## src/rtl/fifo_pkt_writer.sv

```systemverilog
// Write-side packet framer for the async FIFO: emits a length header, then the payload words.
// Define PKT_CSUM_EN to append a modulo-2^DATA_WIDTH checksum trailer to every packet.
module fifo_pkt_writer #(
    parameter int DATA_WIDTH = 8,
    parameter int LEN_WIDTH  = 8
) (
    input  logic                  wr_clk,
    input  logic                  rst,
    input  logic                  cmd_valid,
    output logic                  cmd_ready,
    input  logic [LEN_WIDTH-1:0]  cmd_len,
    input  logic                  s_valid,
    output logic                  s_ready,
    input  logic [DATA_WIDTH-1:0] s_data,
    input  logic                  fifo_full,
    output logic                  fifo_wr_en,
    output logic [DATA_WIDTH-1:0] fifo_wr_data,
    output logic                  busy,
    output logic                  pkt_done
);

    localparam logic [1:0] ST_IDLE = 2'd0;
    localparam logic [1:0] ST_HDR  = 2'd1;
    localparam logic [1:0] ST_PAY  = 2'd2;
`ifdef PKT_CSUM_EN
    localparam logic [1:0] ST_CSUM = 2'd3;
    localparam logic [1:0] ST_TAIL = ST_CSUM;
`else
    localparam logic [1:0] ST_TAIL = ST_IDLE;
`endif

    generate
        if (LEN_WIDTH > DATA_WIDTH) begin : g_len_width_check
            $error("fifo_pkt_writer: LEN_WIDTH must not exceed DATA_WIDTH");
        end
    endgenerate

    logic [1:0]            state;
    logic [1:0]            state_nxt;
    logic [LEN_WIDTH-1:0]  rem;
    logic [LEN_WIDTH-1:0]  len_q;
    logic [DATA_WIDTH-1:0] hdr_word;
    logic                  cmd_take;

    // The header comes from a latched copy so cmd_len may change once the command is taken.
    assign hdr_word  = DATA_WIDTH'(len_q);
    assign cmd_take  = (state == ST_IDLE) && cmd_valid;
    assign cmd_ready = (state == ST_IDLE);
    assign busy      = (state != ST_IDLE);

`ifdef PKT_CSUM_EN
    logic [DATA_WIDTH-1:0] acc;

    always_ff @(posedge wr_clk or posedge rst) begin
        if (rst) begin
            acc <= '0;
        end else if (cmd_take) begin
            acc <= '0;
        end else if ((state == ST_PAY) && fifo_wr_en) begin
            acc <= acc + s_data;
        end
    end
`endif

    always_comb begin
        fifo_wr_en   = 1'b0;
        fifo_wr_data = '0;
        s_ready      = 1'b0;
        case (state)
            ST_HDR: begin
                fifo_wr_en   = !fifo_full;
                fifo_wr_data = hdr_word;
            end
            ST_PAY: begin
                s_ready      = !fifo_full;
                fifo_wr_en   = s_valid && !fifo_full;
                fifo_wr_data = s_data;
            end
`ifdef PKT_CSUM_EN
            ST_CSUM: begin
                fifo_wr_en   = !fifo_full;
                fifo_wr_data = acc;
            end
`endif
            default: ;
        endcase
    end

    always_comb begin
        state_nxt = state;
        case (state)
            ST_IDLE: begin
                if (cmd_valid) state_nxt = ST_HDR;
            end
            ST_HDR: begin
                if (fifo_wr_en) state_nxt = (rem != '0) ? ST_PAY : ST_TAIL;
            end
            ST_PAY: begin
                if (fifo_wr_en && (rem == LEN_WIDTH'(1))) state_nxt = ST_TAIL;
            end
`ifdef PKT_CSUM_EN
            ST_CSUM: begin
                if (fifo_wr_en) state_nxt = ST_IDLE;
            end
`endif
            default: state_nxt = ST_IDLE;
        endcase
    end

    // Any return to IDLE from a busy state is the edge of a packet's final write.
    always_ff @(posedge wr_clk or posedge rst) begin
        if (rst) begin
            state    <= ST_IDLE;
            rem      <= '0;
            len_q    <= '0;
            pkt_done <= 1'b0;
        end else begin
            state    <= state_nxt;
            pkt_done <= (state != ST_IDLE) && (state_nxt == ST_IDLE);
            if (cmd_take) begin
                rem   <= cmd_len;
                len_q <= cmd_len;
            end else if ((state == ST_PAY) && fifo_wr_en) begin
                rem <= rem - LEN_WIDTH'(1);
            end
        end
    end

endmodule

```

## config.mk

```make
export PLATFORM = sky130hd
export DESIGN_NAME = fifo_pkt_writer
export DESIGN_NICKNAME = d
export VERILOG_FILES = /design/src/rtl/fifo_pkt_writer.sv
export SDC_FILE = /design/constraint.sdc
export NUM_CORES = 1
export LEC_CHECK = 0
export BUFFER_PORTS_ARGS = -buffer_cell sky130_fd_sc_hd__buf_2
export CAP_MARGIN = 0
export CORE_ASPECT_RATIO = 0.9
export CORE_MARGIN = 2
export CORE_UTILIZATION = 30
export DETAILED_ROUTE_END_ITERATION = 10
export GPL_TIMING_DRIVEN = 0
export SLEW_MARGIN = 20
export SYNTH_ARGS = -nofsm -noshare
export SYNTH_HDL_FRONTEND = slang
export SYNTH_SLANG_ARGS = --single-unit
export TNS_END_PERCENT = 30
```

## constraint.sdc

```tcl
create_clock -name wr_clk -period 5.15 [get_ports wr_clk]
set_input_delay 0.7725 -clock wr_clk [delete_from_list [all_inputs] [get_ports wr_clk]]
set_output_delay 0.7725 -clock wr_clk [all_outputs]
set_load 0.01 [all_outputs]
```

==> impl_metrics.tcl <==
set metrics [dict create \
    max-slew-margin-rel_pct 50.0 \
    end_kind "output pin" \
    finClkSkew_ps 1.83 \
    drt-total-wl_mm 2.86 \
    drv_cap 0 \
    coreArea_mm2 0.00373 \
    tns_ps 0 \
    nNetsFinal 200 \
    cts_buffers 3 \
    ys_types 31 \
    syn2layout_area_growth_pct 23.0 \
    finalCritPeriodShare_pct 51.6 \
    antenna_found_initial 0 \
    start_util_pct 31.2 \
    crit_path_top_delay_cell "ha_1" \
    clock_latency_ps 250 \
    firstDrtPassIters 4 \
    clock_sinks 19 \
    fillers 385 \
    worstSetupStartpointType "register" \
    cts_max_level 1 \
    clkTransAtPathRegs_ps 70 \
    cp_num_buf_inv 3 \
    grt_start_max_net_pins 20 \
    post-route-util_pct 38.4 \
    final_cell_mix "buf_2 (33), nand2_1 (27), dfrtp_1 (19)" \
    ctsResizeCount 0 \
    grt_pass1_vias 984 \
    rows 21 \
    syn_area_mm2 0.00116 \
    path_cells "inv_1 > ha_1 > nand2b_1 > clkbuf_1 > nor2_1 > buf_2" \
    die_width_um 69.7 \
    root_buffer "clkbuf_8" \
    syn-num-nets 162 \
    slew_viol_final 0 \
    yosysTopAreaCellShare_pct 40.8 \
    drt_iter0_markers 71 \
    synth-seq-cells 19 \
    drive_gt1_share_pct 22.2 \
    gp_congestion 0.893 \
    postCtsSetupBuffers 0 \
    multi_input_area_um2 644 \
    gr-total-overflow 0 \
    postSynthCellCount 134 \
    final_common_cell "buf_2" \
    hold_buffers 0 \
    path_delay_family "buffers and inverters" \
    vdd.ir_drop.worst_mv 0.264 \
    port_buffers 33 \
    ios 34 \
    ff_latch_area_um2 475 \
    required_ps 4380 \
    final-setup-viol-count 0 \
    ys_seq_area_share_pct 40.8 \
    rsz0062_at_grt "no" \
    critical_path_class "register to output pin" \
    drt-vias-per-instance 4.94 \
    synth.area.top_cells "dfrtp_1 (41%), nand2_1 (8.7%), ha_1 (7.5%)" \
    pre_cts_ws_ps 2790 \
    period_minus_slack_ps 2660 \
    setup_slack_ps 2490 \
    clock_path_buffers 2 \
    p_per_area_mw_per_mm2 515 \
    grt_pass1_wl_mm 4.83 \
    dieArea_mm2 0.00440 \
    wire_per_inst_um 13.2 \
    die_y_um 63.1 \
    vias 1072 \
    grt_usage_pct 13.5 \
    ant_nets 0 \
    hold_viol_final 0 \
    crit_fanout 10 \
    cts_tree "built" \
    status "completed" \
    slowest_delay_ps 440 \
    tightest_slew_ps 749 \
    leakagePower_nw 0.682 \
    cp.arrival_ps 1890 \
    synth_warnings 0 \
    syn_avg_cell_area_um2 8.69 \
    diodes 0 \
    drc_errors 0 \
    fmax_mhz 376 \
    place_hpwl_mm 2.16 \
    yosys.area.top_type "dfrtp_1" \
    hold_path.class "register to register" \
]
-- power breakdown --
part	internal, W	switching, W	total (W)
logic	0.000155	0.000205	0.000360
registers	0.000219	0.0000573	0.000276
clock network	0.0000549	0.0000471	0.000102
total	0.000429	0.000309	0.000738
-- per-layer routing --
| layer | track usage, % | wire length [um] | up-vias |
|---|---|---|---|
| met5 | 0 | 0 | - |
| met4 | 1.44 | 0 | 0 |
| met3 | 3.04 | 129 | 0 |
| met2 | 20.3 | 1260 | 24 |
| met1 | 20.4 | 1470 | 504 |
| li1 | - | - | 544 |
-- cell usage after synthesis --
| master | number |
|---|---|
| a211oi_1 | 2 |
| a21o_1 | 1 |
| a21oi_1 | 2 |
| a221oi_1 | 1 |
| a22oi_1 | 8 |
| and4b_1 | 1 |
| clkbuf_1 | 4 |
| dfrtp_1 | 19 |
| ha_1 | 7 |
| inv_1 | 8 |
| mux2_2 | 1 |
| nand2_1 | 27 |
| nand2b_1 | 1 |
| nand3_1 | 3 |
| nand4_1 | 2 |
| nand4bb_1 | 1 |
| nor2_1 | 7 |
| nor2b_1 | 10 |
| nor3_1 | 4 |
| nor4_1 | 2 |
| nor4b_1 | 3 |
| nor4bb_1 | 1 |
| o211ai_1 | 1 |
| o21ai_0 | 3 |
| o21ai_1 | 4 |
| or2_2 | 1 |
| or3_1 | 2 |
| or3b_1 | 1 |
| or4_1 | 1 |
| xnor2_1 | 5 |
| xor2_1 | 1 |
-- metrics by stage --
step / hold slack [ps] / power, W / area (um2) / instances
global route: 499 / 0.000805 / 1430 / 217
finish: 479 / 0.000738 / 1430 / 217
global placement: 468 / 0.000632 / 1390 / 213
floorplan: 446 / 0.000524 / 1160 / 134
detailed placement: 464 / 0.000637 / 1390 / 213
CTS: 485 / 0.000744 / 1430 / 217
-- worst paths after layout --
kind | startpoint | endpoint | slack, ps | cells after the start
setup / recovery | state[0] | fifo_wr_en | 2490 | 6
hold / removal | hdr_word[1] | hdr_word[1] | 480 | 2
setup reg to reg | state[0] | rem[7] | 2810 | 7
hold reg to reg | hdr_word[1] | hdr_word[1] | 480 | 2
max in group asynchronous | rst | state[0] | 4040 | 2
min in group asynchronous | rst | hdr_word[5] | 640 | 2
-- state kept, by name, indices dropped and copies added (netlist names) --
name / count
hdr_word: 8
rem: 8
state: 2
pkt_done: 1
-- layout make-up --
cell class              count  area share (%)
clock buffers               4            3.14
well taps                  46            4.02
inverters                   8            2.10
plain buffers               4            1.05
repair buffers             33            11.5
multi-input cells         103            45.0
flip-flops and latches     19            33.2
-- cell families (layout without fill, tap and decap cells) --
logic type               count (synthesis)  in the layout  synth area share, %
AO/OA/AOI/OAI                           22             22                 12.4
buffers and inverters                   12             49                 3.87
multiplexers                             1              1                0.967
adder cells (fa/ha/maj)                  7              7                 7.52
flip-flops                              19             19                 40.8
XOR/XNOR                                 6              6                 4.51
AND/OR/NAND/NOR                         67             67                 30.0
-- worst reg2reg max path: stages, from the launching register on --
cell and delay (ps):
dfrtp_1 410, inv_1 100, ha_1 490, nand2b_1 90, clkbuf_1 210, or3_1 430, or4_1 460, nand3_1 100
(Power assumes the default switching activity.)
